`src/rtl/pipe_run_ctrl.sv`:
```
// pipe_run_ctrl: run-control sequencer for the pipeline core.
// It holds the pipeline in reset after power-up. It then gates instruction fetch
// through run, halt, step and PC-breakpoint commands, and counts retired instructions.
// Every output is a register. Each output's next value is decoded from the next state,
// so the output changes on the same edge as the state that explains it.

module pipe_run_ctrl #(
   parameter int unsigned RESET_CYCLES = 4,
   parameter int unsigned DRAIN_CYCLES = 4
) (
   input  logic        clk,
   input  logic        rst_n,
   input  logic        cmd_valid,
   output logic        cmd_ready,
   input  logic [1:0]  cmd_op,
   input  logic [31:0] cmd_arg,
   input  logic        bp_en,
   input  logic [31:0] bp_pc,
   input  logic        retire_valid,
   input  logic [31:0] retire_pc,
   output logic        pipe_rst,
   output logic        pipe_stall,
   output logic [2:0]  state,
   output logic        halted,
   output logic [1:0]  halt_cause,
   output logic [31:0] retired_cnt
);

   typedef enum logic [2:0] {
      ST_RESET_HOLD = 3'd0,
      ST_HALTED     = 3'd1,
      ST_RUN        = 3'd2,
      ST_STEP       = 3'd3,
      ST_DRAIN      = 3'd4
   } state_e;

   localparam logic [1:0] OP_RUN   = 2'd0;
   localparam logic [1:0] OP_HALT  = 2'd1;
   localparam logic [1:0] OP_STEP  = 2'd2;
   localparam logic [1:0] OP_CLEAR = 2'd3;

   localparam logic [1:0] CAUSE_NONE = 2'd0;
   localparam logic [1:0] CAUSE_CMD  = 2'd1;
   localparam logic [1:0] CAUSE_STEP = 2'd2;
   localparam logic [1:0] CAUSE_BP   = 2'd3;

   // Counter widths are sized to the last count value. A parameter of 1 still gets a 1-bit counter.
   localparam int unsigned HOLD_W  = (RESET_CYCLES > 1) ? $clog2(RESET_CYCLES) : 1;
   localparam int unsigned DRAIN_W = (DRAIN_CYCLES > 1) ? $clog2(DRAIN_CYCLES) : 1;
   localparam logic [HOLD_W-1:0]  HOLD_LAST  = HOLD_W'(RESET_CYCLES - 1);
   localparam logic [DRAIN_W-1:0] DRAIN_LAST = DRAIN_W'(DRAIN_CYCLES - 1);

   state_e              state_q, state_d;
   logic                pipe_rst_q, pipe_rst_d;
   logic                pipe_stall_q, pipe_stall_d;
   logic                cmd_ready_q, cmd_ready_d;
   logic                halted_q, halted_d;
   logic [1:0]          halt_cause_q, halt_cause_d;
   logic [31:0]         retired_cnt_q, retired_cnt_d;
   logic [HOLD_W-1:0]   hold_cnt_q, hold_cnt_d;
   logic [DRAIN_W-1:0]  drain_cnt_q, drain_cnt_d;
   logic [31:0]         step_rem_q, step_rem_d;

   logic cmd_fire;
   logic running;
   logic bp_hit;
   logic step_done;
   logic halt_cmd;

   // cmd_ready_q is already low in RESET_HOLD and DRAIN, so every accepted command is legal here.
   assign cmd_fire  = cmd_valid & cmd_ready_q;
   assign running   = (state_q == ST_RUN) | (state_q == ST_STEP);
   assign bp_hit    = running & bp_en & retire_valid & (retire_pc == bp_pc);
   assign step_done = (state_q == ST_STEP) & retire_valid & (step_rem_q == 32'd1);
   assign halt_cmd  = running & cmd_fire & (cmd_op == OP_HALT);

   // Next-state, counter and halt-cause decode. The halt causes are ordered BP, then STEP, then CMD.
   always_comb begin
      state_d      = state_q;
      hold_cnt_d   = hold_cnt_q;
      drain_cnt_d  = drain_cnt_q;
      step_rem_d   = step_rem_q;
      halt_cause_d = halt_cause_q;

      case (state_q)
         ST_RESET_HOLD: begin
            if (hold_cnt_q == HOLD_LAST) begin
               state_d    = ST_HALTED;
               hold_cnt_d = '0;
            end else begin
               hold_cnt_d = hold_cnt_q + 1'b1;
            end
         end

         ST_HALTED: begin
            if (cmd_fire) begin
               if (cmd_op == OP_RUN) begin
                  state_d = ST_RUN;
               end else if (cmd_op == OP_STEP) begin
                  state_d    = ST_STEP;
                  // A step count of zero is treated as a single step.
                  step_rem_d = (cmd_arg == 32'd0) ? 32'd1 : cmd_arg;
               end
            end
         end

         ST_RUN: begin
            if (bp_hit) begin
               state_d      = ST_DRAIN;
               drain_cnt_d  = '0;
               halt_cause_d = CAUSE_BP;
            end else if (halt_cmd) begin
               state_d      = ST_DRAIN;
               drain_cnt_d  = '0;
               halt_cause_d = CAUSE_CMD;
            end
         end

         ST_STEP: begin
            if (retire_valid) begin
               step_rem_d = step_rem_q - 32'd1;
            end
            if (bp_hit) begin
               state_d      = ST_DRAIN;
               drain_cnt_d  = '0;
               halt_cause_d = CAUSE_BP;
            end else if (step_done) begin
               state_d      = ST_DRAIN;
               drain_cnt_d  = '0;
               halt_cause_d = CAUSE_STEP;
            end else if (halt_cmd) begin
               state_d      = ST_DRAIN;
               drain_cnt_d  = '0;
               halt_cause_d = CAUSE_CMD;
            end
         end

         ST_DRAIN: begin
            if (drain_cnt_q == DRAIN_LAST) begin
               state_d     = ST_HALTED;
               drain_cnt_d = '0;
            end else begin
               drain_cnt_d = drain_cnt_q + 1'b1;
            end
         end

         default: begin
            state_d = ST_RESET_HOLD;
         end
      endcase
   end

   // Retire counter. CLEAR overrides the increment, but a retire in the same cycle still counts.
   always_comb begin
      retired_cnt_d = retired_cnt_q;
      if (state_q != ST_RESET_HOLD) begin
         if (cmd_fire && (cmd_op == OP_CLEAR)) begin
            retired_cnt_d = {31'd0, retire_valid};
         end else if (retire_valid) begin
            retired_cnt_d = retired_cnt_q + 32'd1;
         end
      end
   end

   // The output registers are decoded from the next state, so they line up with state_q.
   always_comb begin
      pipe_rst_d   = (state_d == ST_RESET_HOLD);
      pipe_stall_d = (state_d == ST_RESET_HOLD) | (state_d == ST_HALTED) | (state_d == ST_DRAIN);
      cmd_ready_d  = (state_d == ST_HALTED) | (state_d == ST_RUN) | (state_d == ST_STEP);
      halted_d     = (state_d == ST_HALTED);
   end

   // State and output registers. Reset is asynchronous and discards any pending step count.
   always_ff @(posedge clk or negedge rst_n) begin
      if (!rst_n) begin
         state_q       <= ST_RESET_HOLD;
         pipe_rst_q    <= 1'b1;
         pipe_stall_q  <= 1'b1;
         cmd_ready_q   <= 1'b0;
         halted_q      <= 1'b0;
         halt_cause_q  <= CAUSE_NONE;
         retired_cnt_q <= 32'd0;
         hold_cnt_q    <= '0;
         drain_cnt_q   <= '0;
         step_rem_q    <= 32'd0;
      end else begin
         state_q       <= state_d;
         pipe_rst_q    <= pipe_rst_d;
         pipe_stall_q  <= pipe_stall_d;
         cmd_ready_q   <= cmd_ready_d;
         halted_q      <= halted_d;
         halt_cause_q  <= halt_cause_d;
         retired_cnt_q <= retired_cnt_d;
         hold_cnt_q    <= hold_cnt_d;
         drain_cnt_q   <= drain_cnt_d;
         step_rem_q    <= step_rem_d;
      end
   end

   assign state       = state_q;
   assign pipe_rst    = pipe_rst_q;
   assign pipe_stall  = pipe_stall_q;
   assign cmd_ready   = cmd_ready_q;
   assign halted      = halted_q;
   assign halt_cause  = halt_cause_q;
   assign retired_cnt = retired_cnt_q;

endmodule
```
`config.mk`:
```
export PLATFORM = sky130hd
export DESIGN_NAME = pipe_run_ctrl
export DESIGN_NICKNAME = d
export VERILOG_FILES = /design/src/rtl/pipe_run_ctrl.sv
export SDC_FILE = /design/constraint.sdc
export NUM_CORES = 1
export LEC_CHECK = 0
export ABC_AREA = 1
export CAP_MARGIN = 20
export CORE_UTILIZATION = 54
export CTS_CLUSTER_SIZE = 10
export DETAILED_ROUTE_END_ITERATION = 8
export PLACE_DENSITY = 0.88
export RECOVER_POWER = 25
export SLEW_MARGIN = 20
export SYNTH_ARGS = -nofsm -noshare
export SYNTH_HDL_FRONTEND = slang
export SYNTH_SLANG_ARGS = --single-unit
```
`constraint.sdc`:
```
create_clock -name clk -period 2.59 [get_ports clk]
set_input_delay 0.518 -clock clk [delete_from_list [all_inputs] [get_ports clk]]
set_output_delay 0.518 -clock clk [all_outputs]
set_load 0.02 [all_outputs]
```
==> results_dict.tcl, run 1 <==
set metrics [dict create \
    syn_avg_cell_area_um2 6.63 \
    power.leakage_uw 0.00346 \
    dieArea_um2 11000 \
    drv_slew 0 \
    powerDensity_nw_per_um2 791 \
    cts.repair.resized 0 \
    place_congestion 0.953 \
    slowest_stage "dfrtp_1" \
    worstSetupPathType "reg -> reg" \
    drtIter0Drc 412 \
    crit_fanout 7 \
    netlist_top_cells_count "nand2_1, inv_1, nor2_1" \
    synth_edf_count 0 \
    synth_area_um2 5720 \
    portBuffers 143 \
    cts_tree "built" \
    cp.required_ps 2820 \
    fin_util_pct 73.0 \
    start_kind "flop" \
    drc 0 \
    grt_setup_unrepaired "false" \
    max_freq_mhz 454 \
    n_fill_cell 877 \
    endpoint_kind "flop" \
    clockBufferDepth 2 \
    yosys.area.top_type_share_pct 32.8 \
    start_util_pct 55.7 \
    reg2regPathDepth 9 \
    first_pass_iters 5 \
    max_slew_margin_pct 29.9 \
    hold_viol_final 0 \
    status "complete, no violations" \
    ys_seq_area_share_pct 33.7 \
    root_buffer "clkbuf_8" \
    ys_types 41 \
    h-tree-depth 3 \
    yosysMostFrequentCell "nand2_1" \
    drive_gt1_share_pct 9.06 \
    skew_ps 21.8 \
    grt_max_degree 41 \
    layout-area-overhead-vs-synth_pct 31.0 \
    placementRows 37 \
    critical_path.startpoint "step_rem_q[0]" \
    drv_cap 0 \
    worstPathCellList "inv_1, ha_1, nand2_2, nor2_4, nand4_1, nor2_1, xor2_1, o21ai_0, o21ai_0" \
    die_y_um 105 \
    grt_pass1_vias 5983 \
    path_clk_slew_ps 90 \
    synth_nets 971 \
    crit_top_cell "o21ai_0" \
    critPathCapture "step_rem_q[24]" \
    max-vdd-ir-drop_uv 623 \
    ant_nets 0 \
    totalWireLength_mm 15.8 \
    ctsHoldBuffers 0 \
    slowest_delay_ps 460 \
    grt-ovfl-total 0 \
    synthFlopType "dfrtp_1" \
    critPathArrivalTime_ps 2430 \
    die_w_um 105 \
    num_io_pins 144 \
    async_flop_share_pct 100 \
    post-route-period-util_pct 85.1 \
    synth_seq_cells 77 \
    grt_usage_pct 30.4 \
    dp_hpwl_mm 12.6 \
    finalSetupViolations 0 \
    clock_latency_ps 370 \
    hp-class "in -> async" \
    synthCells 863 \
    yosysWarningCount 0 \
    r2r_setup_slack_ps 390 \
    yosys-top-cells-area "dfrtp_1, nand2_1, inv_1, nor2_1, a21oi_1" \
    cts_setup_buffers 0 \
    cts_made_buffers 9 \
    grt_pass1_wl_mm 26.9 \
    viasPerCell 5.36 \
    grt_antenna_before_repair 0 \
    synth_top_cell_by_area "dfrtp_1" \
    layout_min_cycle_time_ps 2200 \
    final_nets 1119 \
    r2r-end "step_rem_q[24]" \
    via_count 6177 \
    diodes 0 \
    tightestPinTransition_ps 1050 \
    rr_startpoint "step_rem_q[0]" \
    setup_tns_ps 0 \
    clock-sinks 77 \
    wire_per_inst_um 13.7 \
    core_area_um2 10300 \
]
==> cells in the final DEF (no fill, tap or decap), types with 5 or more instances in the layout <==
master / Yosys / routed
o21ai_1: 18 / 18
nor2_4: 7 / 7
a31oi_1: 5 / 5
dfrtp_1: 75 / 75
xor2_1: 22 / 22
nand3_1: 41 / 41
nor4_1: 7 / 7
clkdlybuf4s50_1: 0 / 142
nand2_2: 13 / 13
a22oi_1: 5 / 5
buf_4: 0 / 9
nor3_1: 29 / 29
clkbuf_8: 0 / 9
inv_2: 11 / 11
nor2_1: 109 / 108
ha_1: 5 / 5
nand3_2: 5 / 5
xnor2_1: 9 / 9
inv_1: 136 / 136
nand2_1: 179 / 179
o21ai_0: 46 / 46
a21oi_1: 51 / 51
nand4_1: 27 / 27
nor2_2: 13 / 14
nor3_2: 7 / 7
==> per-stage QoR <==
stage	area (µm²)	power, µW	cells	hold WS (ps)	worst slack (ps)
finish	7500	5930	1152	320	387
global route	7500	6360	1152	399	243
CTS	7510	5910	1152	134	432
detailed placement	7330	5030	1136	475	229
global placement	7330	4950	1136	463	301
floorplan	5720	3950	863	222	859
==> cell type report <==
cell class                      instances  area (µm²)  share of cell area (%)
Sequential cell                        77        1930                    25.7
Tap cell                              136         170                    2.27
Inverter                              148         557                    7.42
Multi-Input combinational cell        621        3160                    42.2
Clock buffer                            9         124                    1.65
Clock inverter                          7        56.3                   0.751
Timing Repair Buffer                  154        1500                    20.0
==> cells by family (layout without fill, tap and decap cells) <==
logic type | Yosys count | in the layout | share of synthesized area [%]
flops | 77 | 77 | 33.7
simple gates | 445 | 445 | 36.1
xor+xnor | 31 | 31 | 4.74
buf+inv | 165 | 318 | 11.1
compound gates | 140 | 140 | 13.2
fa+ha+maj | 5 | 5 | 1.09
==> where the power goes <==
part / switching (µW) / internal [µW] / total [µW]
clock network: 509 / 360 / 868
logic: 1720 / 1130 / 2850
registers: 534 / 1680 / 2210
==> worst min-delay path by stage <==
stage                            to            from  slack [ps]
floorplan                 cmd_ready           rst_n         220
global placement     drain_cnt_q[1]  drain_cnt_q[1]         460
detailed placement    hold_cnt_q[1]   hold_cnt_q[1]         480
CTS                 retired_cnt[10]           rst_n         130
global route        retired_cnt[13]           rst_n         400
finish               retired_cnt[7]           rst_n         320
==> metal layers <==
metal  vias up  GRT usage [%]  wire length, µm
met5         -              0                0
met4         0           13.7              572
met3        50           4.99              972
met2       231           53.0             7870
met1      2813           36.7             6380
li1       3083              -                -
==> critical path, delay by kind of cell, from the launching register on <==
| kind | cells | cell delay (ps) |
|---|---|---|
| AND/OR/NAND/NOR | 4 | 610 |
| XOR/XNOR | 1 | 80 |
| AO/OA/AOI/OAI | 2 | 400 |
| adder cells (fa/ha/maj) | 1 | 280 |
| flip-flops | 1 | 460 |
| buffers and inverters | 1 | 220 |
==> sequential cells by signal (all words and copies together) (netlist names) <==
| register | cells |
|---|---|
| drain_cnt_q | 2 |
| state | 3 |
| pipe_stall | 1 |
| cmd_ready | 1 |
| hold_cnt_q | 2 |
| retired_cnt | 32 |
| pipe_rst | 1 |
| halted | 1 |
| halt_cause | 2 |
| step_rem_q | 32 |
Power figures use the tool's default switching activity.
==> run 2, diff against run 1 <==
SKIP_LAST_GASP = 1   (was default)
==> results of run 2 <==
Final layout, timing and power as in run 1 (identical DEF).
